**src/rtl/uart_pkg.sv**
```systemverilog
// Shared UART-side types: the response packet handed to the serializer
// and the state encoding of the transmit arbiter.
package uart_pkg;

  typedef struct packed {
    logic [7:0] cmd_type;
    logic [7:0] addr;
    logic [7:0] data;
  } cmd_packet_t;

  typedef enum logic [1:0] {
    ARB_IDLE,
    ARB_PRESENT,
    ARB_DRAIN
  } arb_state_e;

  // Index width for n requesters, never narrower than one bit.
  function automatic int idWidth(input int n);
    return (n > 1) ? $clog2(n) : 1;
  endfunction

endpackage

```
**src/rtl/rr_arbiter.sv**
```systemverilog
// Combinational round-robin pick: first set request at or above the pointer,
// wrapping modulo NUM_REQ. Reusable wherever a rotating priority is needed.
module rr_arbiter
  import uart_pkg::*;
#(
  parameter int NUM_REQ = 2,
  localparam int IDW = idWidth(NUM_REQ)
) (
  input  logic [NUM_REQ-1:0] req_valid,
  input  logic [IDW-1:0]     rr_ptr,
  output logic [NUM_REQ-1:0] gnt_onehot,
  output logic [IDW-1:0]     gnt_idx,
  output logic               gnt_any
);

  logic [IDW:0]   w_sum;
  logic [IDW-1:0] w_pos;

  // One extra bit on the sum keeps ptr+k from overflowing before the wrap.
  always_comb begin
    gnt_onehot = '0;
    gnt_idx    = '0;
    gnt_any    = 1'b0;
    w_sum      = '0;
    w_pos      = '0;
    for (int k = 0; k < NUM_REQ; k++) begin
      w_sum = {1'b0, rr_ptr} + (IDW+1)'(k);
      if (w_sum >= (IDW+1)'(NUM_REQ)) begin
        w_sum = w_sum - (IDW+1)'(NUM_REQ);
      end
      w_pos = w_sum[IDW-1:0];
      if (!gnt_any && req_valid[w_pos]) begin
        gnt_any           = 1'b1;
        gnt_onehot[w_pos] = 1'b1;
        gnt_idx           = w_pos;
      end
    end
  end

endmodule

```
**src/rtl/uart_tx_arb.sv**
```systemverilog
// Shares one uart_tx serializer between NUM_REQ producers: grants one packet,
// presents it until popped, waits out the frame, and aborts stuck packets.
module uart_tx_arb
  import uart_pkg::*;
#(
  parameter int NUM_REQ     = 2,
  parameter int TIMEOUT_CYC = 100000,
  localparam int IDW = idWidth(NUM_REQ)
) (
  input  logic                       clk,
  input  logic                       rst_n,
  input  logic [NUM_REQ-1:0]         req_valid,
  input  cmd_packet_t [NUM_REQ-1:0]  req_pkt,
  output logic [NUM_REQ-1:0]         req_ready,
  output cmd_packet_t                tx_pkt,
  output logic                       tx_pkt_valid,
  input  logic                       tx_pop,
  input  logic                       tx_en,
  output logic [IDW-1:0]             grant_id,
  output logic                       busy,
  output logic                       timeout_err
);

  localparam int WDW = $clog2(TIMEOUT_CYC + 1);
  localparam logic [WDW-1:0] WD_LAST = WDW'(TIMEOUT_CYC - 1);

  arb_state_e         r_state;
  logic [IDW-1:0]     r_rrPtr;
  logic [WDW-1:0]     r_wdog;
  logic               r_seenRise;
  logic [NUM_REQ-1:0] w_gntOnehot;
  logic [IDW-1:0]     w_gntIdx;
  logic               w_gntAny;
  logic               w_wdogExpired;

  rr_arbiter #(.NUM_REQ(NUM_REQ)) u_rrArbiter (
    .req_valid  (req_valid),
    .rr_ptr     (r_rrPtr),
    .gnt_onehot (w_gntOnehot),
    .gnt_idx    (w_gntIdx),
    .gnt_any    (w_gntAny)
  );

  assign req_ready     = (rst_n && r_state == ARB_IDLE) ? w_gntOnehot : '0;
  assign w_wdogExpired = (r_wdog == WD_LAST);

  function automatic logic [IDW-1:0] nextPtr(input logic [IDW-1:0] idx);
    return (int'(idx) == NUM_REQ - 1) ? '0 : idx + 1'b1;
  endfunction

  // The watchdog abort fires on the edge where the count reaches TIMEOUT_CYC,
  // so timeout_err is visible in the following cycle; a pop in that cycle wins.
  always_ff @(posedge clk or negedge rst_n) begin
    if (!rst_n) begin
      r_state      <= ARB_IDLE;
      r_rrPtr      <= '0;
      r_wdog       <= '0;
      r_seenRise   <= 1'b0;
      tx_pkt       <= '0;
      tx_pkt_valid <= 1'b0;
      grant_id     <= '0;
      busy         <= 1'b0;
      timeout_err  <= 1'b0;
    end else begin
      timeout_err <= 1'b0;
      case (r_state)
        ARB_IDLE: begin
          if (w_gntAny) begin
            tx_pkt       <= req_pkt[w_gntIdx];
            grant_id     <= w_gntIdx;
            r_rrPtr      <= nextPtr(w_gntIdx);
            tx_pkt_valid <= 1'b1;
            busy         <= 1'b1;
            r_wdog       <= '0;
            r_state      <= ARB_PRESENT;
          end
        end
        ARB_PRESENT: begin
          if (tx_pop) begin
            tx_pkt_valid <= 1'b0;
            r_wdog       <= '0;
            r_seenRise   <= tx_en;
            r_state      <= ARB_DRAIN;
          end else if (w_wdogExpired) begin
            timeout_err  <= 1'b1;
            tx_pkt_valid <= 1'b0;
            busy         <= 1'b0;
            r_wdog       <= '0;
            r_state      <= ARB_IDLE;
          end else begin
            r_wdog <= r_wdog + 1'b1;
          end
        end
        ARB_DRAIN: begin
          if (r_seenRise && !tx_en) begin
            busy    <= 1'b0;
            r_wdog  <= '0;
            r_state <= ARB_IDLE;
          end else if (w_wdogExpired) begin
            timeout_err <= 1'b1;
            busy        <= 1'b0;
            r_wdog      <= '0;
            r_state     <= ARB_IDLE;
          end else begin
            if (tx_en) begin
              r_seenRise <= 1'b1;
            end
            r_wdog <= r_wdog + 1'b1;
          end
        end
        default: begin
          r_state <= ARB_IDLE;
        end
      endcase
    end
  end

endmodule

```
**config.mk**
```make
export PLATFORM = sky130hd
export DESIGN_NAME = uart_tx_arb
export DESIGN_NICKNAME = d
export VERILOG_FILES = /design/src/rtl/uart_pkg.sv /design/src/rtl/rr_arbiter.sv /design/src/rtl/uart_tx_arb.sv
export SDC_FILE = /design/constraint.sdc
export NUM_CORES = 1
export LEC_CHECK = 0
export BUFFER_PORTS_ARGS = -buffer_cell sky130_fd_sc_hd__buf_2
export CORE_ASPECT_RATIO = 1.75
export CORE_MARGIN = 2
export CORE_UTILIZATION = 45
export CTS_CLUSTER_DIAMETER = 60
export DETAILED_ROUTE_END_ITERATION = 10
export PLACE_DENSITY = 0.75
export REMOVE_ABC_BUFFERS = 1
export SETUP_SLACK_MARGIN = 0.1
export SLEW_MARGIN = 20
export SYNTH_ARGS = -nofsm -noshare
export SYNTH_HDL_FRONTEND = slang
export SYNTH_HIERARCHICAL = 1
export SYNTH_SLANG_ARGS = --single-unit
```
**constraint.sdc**
```tcl
create_clock -name clk -period 2.3 [get_ports clk]
set_clock_uncertainty 0.05 [all_clocks]
set_input_delay 0.115 -clock clk [delete_from_list [all_inputs] [get_ports clk]]
set_output_delay 0.115 -clock clk [all_outputs]
set_load 0.005 [all_outputs]
```
### Word level (Yosys, flattened, before mapping)

Cells that the tools add are included.

* bitwise gates (word level): 1
* shift operators: 0
* reduce and logical (&&, ||, !) cells: 16
* multiplexer cells: 47
* divide/modulo/power cells: 0
* equality and inequality tests: 10
* multiply operators: 0
* order comparisons: 7
* add/sub/neg operators: 5

Operators with widths (number)
* 2-to-1 mux 17 bit: 4
* one-hot mux 17 bit (3 select lines): 1
* 2-to-1 mux 24 bit: 2
* 2-to-1 mux 1 bit: 26
* adder 17 x 1 -> 17 bit (second input constant): 1
* equality test 17 bit (second input constant): 1
* 2-to-1 mux 2 bit: 7
* inequality test 2 bit (second input constant): 5
* < comparator 1 x 2 -> 1 bit (second input constant): 3
* one-hot mux 1 bit (2 select lines): 3
* one-hot mux 2 bit (3 select lines): 1
* AND reduction 3 bit: 2
* logical AND 1 bit: 5
* AND reduction 5 bit: 1
* AND reduction 2 bit: 2
* nonzero test 2 bit: 2
* inequality test 3 bit (second input constant): 1
* one-hot mux 1 bit (3 select lines): 1
* nonzero test 3 bit: 1
* adder 1 x 1 -> 2 bit (second input constant): 1
* demux 1 bit (select 1 bit): 2
* equality test 2 x 1 -> 1 bit (second input constant): 1
* equality test 2 bit (second input constant): 1
* >= comparator 1 bit (second input constant): 2
* 8 further kinds: 10

* flip-flop bits (word level): 49
* memory bits (read-only): 0
* memories kept: 0
* latch bits: 0
* bits in writable memories: 0

### Logic depth before layout (Yosys ltp)

* depth after elaboration: 10
* depth in mapped cells: 9
* gate-level depth less buffers: 7

### Hierarchy

Netlist, hierarchy kept.

Modules (own cells, without submodules)
* uart_tx_arb: seq. area each 1226.2 µm², instances 1, area each 2476.1 µm², cells an instance 254
* rr_arbiter: seq. area each 0.0 µm², instances 1, area each 32.5 µm², cells an instance 5

### Worst setup path after synthesis

OpenSTA, ideal clock, no wires.

* path kind: flip-flop to flip-flop
* start: reg r_state[0]
* end: reg r_wdog[16]
* cell stages (with the launch flop): 10
* period minus slack after synthesis: 2189 ps
* arrival time: 2060 ps
* setup slack: 111 ps
* library setup time: 79 ps
* cells stage by stage: dfrtp_1 > inv_1 > ha_1 > nor2b_1 > or2_1 > clkbuf_1 > nor4b_2 > buf_2 > nand4_1 > mux2i_1

* longest elaborated chain between the ends: 3

RTL lines
* start: declaration: line uart_tx_arb.sv:27 `arb_state_e r_state;`
* start signal: assignment: line uart_tx_arb.sv:55 `r_state <= ARB_IDLE;`
* start signal: assignment: line uart_tx_arb.sv:75 `r_state <= ARB_PRESENT;`
* start signal: assignment: line uart_tx_arb.sv:83 `r_state <= ARB_DRAIN;`
* equality test 2 bit (tied with other cells): line uart_tx_arb.sv:66 `case (r_state)`
* nonzero test 3 bit (no source line) / inequality test 2 x 1 -> 1 bit (equally long branches)
* AND reduction 2 bit (no source line)
* end signal: assignment: line uart_tx_arb.sv:91 `r_wdog <= r_wdog + 1'b1;`
* end signal: assignment: line uart_tx_arb.sv:108 `r_wdog <= r_wdog + 1'b1;`
* end: declaration: line uart_tx_arb.sv:29 `logic [WDW-1:0] r_wdog;`

Parallel ways exist; a longest one is shown, timed or not.
A chain may end at the register's enable or synchronous reset.

### Final worst setup path

* start: reg r_wdog[5]
* end: reg r_wdog[14]

* longest elaborated chain between the ends: 4

RTL lines (line)
* adder 17 x 1 -> 17 bit / equality test 17 bit (equally long branches): uart_tx_arb.sv:91, uart_tx_arb.sv:108, uart_tx_arb.sv:45
* 2-to-1 mux 17 bit *: uart_tx_arb.sv:84, uart_tx_arb.sv:99
* 2-to-1 mux 17 bit, on equally long branches: uart_tx_arb.sv:95, uart_tx_arb.sv:79
* one-hot mux 17 bit (3 select lines) *: uart_tx_arb.sv:66

Mark *: on every way between the ends. The rest lies on a longest branch, timed or not.

==> flow_summary.toml <==
[synth]
ys_types = 40
ys_ff_latch = 49
synth_top_family_by_area = "simple AND/OR/NAND/NOR gates"
synthCells = 259
ys.flop_type = "dfrtp_1"
synth_xor_area_frac = 0.02444
synth_fa_ha_area_frac = 0.02494
synthMuxAreaShare = 0.1122
yosysSeqAreaShare = 0.4888
syn_avg_cell_area_um2 = 9.686
synth_compound_area_frac = 0.1302
synthArstFlopShare = 1.000
synthSimpleGateAreaFrac = 0.1905
synth-edff-count = 0
synthesis.area_mm2 = 0.002509
yosys_warnings = 6

[placed_design]
port_buffers = 83
gp_congestion = 0.8029
place_worst_setup_slack_ns = 0.1822
dp.cells = 416
place_area_mm2 = 0.003063
place.detailed.hpwl_um = 4154

[power]
peakVddDrop_mv = 0.6719
leakage_nw = 1.624
power_mw = 3.234
powerDensity_mw_per_mm2 = 990.9

[floorplanning]
core_area_mm2 = 0.005495
die_w_um = 60.44
dieArea_mm2 = 0.006211
rows = 36
start_util = 0.4565
io_pins = 84
die_y_um = 102.8

[timing]
hold_slack_ns = 0.03616
grt_setup_unrepaired = "true"
slew_violations = 0
min_period_over_period = 0.9110
max_freq_mhz = 477.3
finalSetupViolations = 0
worstMarginPinSlew_ns = 0.4751
hold_viol_final = 0
maxSlewHeadroom = 0.6833
setup_tns_ns = 0
worst_slack_ns = 0.2047
post-route-min-period_ns = 2.095

[global_routing]
grt_start_max_net_pins = 44
antenna_found_initial = 0
grt_usage = 0.1918
grt_overflow = 0
grt_first_pass_wirelength_um = 9121
grt_pass1_vias = 2060

[critical_path]
worstPathArrival_ns = 2.25
critPathLaunchType = "register"
crit_type = "reg -> reg"
worstSetupEndpointType = "register"
worstPathRequired_ns = 2.45
path_max_fanout = 16

[final_layout]
nets = 414
syn2layout_area_growth_pct = 30.07
multi_input_area_mm2 = 0.001236
drive_above_1_share = 0.3287
final_common_cell = "buf_2"
final_area_mm2 = 0.003263
fillers = 525
final_util = 0.5938
antennaDiodeCount = 0
mostFrequentLayoutCells = "buf_2 (83), dfrtp_1 (49), nand2_1 (42), o21ai_0 (27), mux2i_1 (27)"
ff_latch_area_mm2 = 0.001226
fin_cells = 432

[clock_tree]
root_buffer = "clkbuf_8"
cts_tree = "done"
numCtsBuffers = 5
htree_levels = 2
cts_buffer_depth = 2
clock-sinks = 49
path_clk_slew_ns = 0.09
clock_latency_ns = 0.31

[routing]
drc = 0
drt-total-wl_um = 5547
vias = 2217
ant_nets = 0
drt_iter0_drc = 49
via_per_inst = 5.132
avgRoutedWirePerCell_um = 12.84
drt_pass1_iterations = 4

[status]
outcome = "finished clean"

[min_path]
hold_class = "in -> reg"

[flow_run]
maxCapViolCount = 0
## state kept, by name (all words and copies together) (netlist names)
name	count
busy	1
r_wdog	17
tx_pkt	24
grant_id	1
r_state	2
timeout_err	1
r_seenRise	1
r_rrPtr	1
tx_pkt_valid	1
## power by group
| group | internal (mW) | total, mW | leakage, nW | switching, mW |
|---|---|---|---|---|
| combinational | 0.593 | 1.29 | 0.937 | 0.702 |
| clock | 0.354 | 0.650 | 0.0574 | 0.296 |
| sequential | 1.14 | 1.29 | 0.629 | 0.150 |
## layout make-up
| class | instances | share of cell area |
|---|---|---|
| Timing Repair Buffer | 102 | 0.1725 |
| Tap cell | 76 | 0.02914 |
| Multi-Input combinational cell | 191 | 0.3788 |
| Clock inverter | 2 | 0.01150 |
| Inverter | 6 | 0.006902 |
| Sequential cell | 49 | 0.3758 |
| Clock buffer | 6 | 0.02531 |
## path summary, 6_finish.rpt
| check | from | end | slack [ns] | cells after the start |
|---|---|---|---|---|
| worst min register to register | grant_id | grant_id | 0.43 | 2 |
| worst max register to register | r_wdog[5] | r_wdog[14] | 0.20 | 6 |
| min in group asynchronous | rst_n | tx_pkt_valid | 0.16 | 2 |
| worst min-delay path | req_pkt[22] | tx_pkt[22] | 0.04 | 3 |
| worst max-delay path | r_wdog[5] | r_wdog[14] | 0.20 | 6 |
| max in group asynchronous | rst_n | r_wdog[1] | 1.26 | 3 |
## Yosys cell counts (all sizes together), types with 3 or more instances
| library cell | number | area share |
|---|---|---|
| dfrtp | 49 | 0.49 |
| nand2 | 42 | 0.063 |
| o21ai | 34 | 0.068 |
| mux2i | 27 | 0.11 |
| nor2 | 13 | 0.020 |
| a21oi | 10 | 0.020 |
| clkbuf | 10 | 0.015 |
| inv | 6 | 0.0090 |
| nand3 | 6 | 0.012 |
| nor3 | 6 | 0.012 |
| ha | 5 | 0.025 |
| a21boi | 4 | 0.012 |
| a31oi | 4 | 0.010 |
| nand4 | 4 | 0.010 |
| xnor2 | 4 | 0.014 |
| and3 | 3 | 0.0075 |
| buf | 3 | 0.0050 |
| nor4 | 3 | 0.013 |
| xor2 | 3 | 0.010 |
## timing repair
action                                  4_1_cts  5_1_grt
endpoints found under the setup margin        0       11
hold buffers                                  2        0
hold endpoints to repair                     12        0
gates resized for setup                       0        4
setup buffers                                 0        6
## critical path, stage by stage, from the launching register on
cell and delay (ns):
dfrtp_1 0.42, or4b_4 0.54, nor4_4 0.32, nor4b_2 0.08, buf_4 0.20, a21o_1 0.16, a22o_1 0.22
## cell families (layout without fill, tap and decap cells)
group	after synthesis	after routing
simple gates	93	93
flops	49	49
buf+inv	19	116
fa+ha+maj	5	5
xor+xnor	7	7
mux	28	28
compound gates	58	58
## layer usage
layer,part of all wire,GRT usage
met5,0,0
met4,0.021,0.06856
met3,0.059,0.04015
met2,0.53,0.3403
met1,0.39,0.2232
Note: power is estimated with default switching activity, not from simulation.
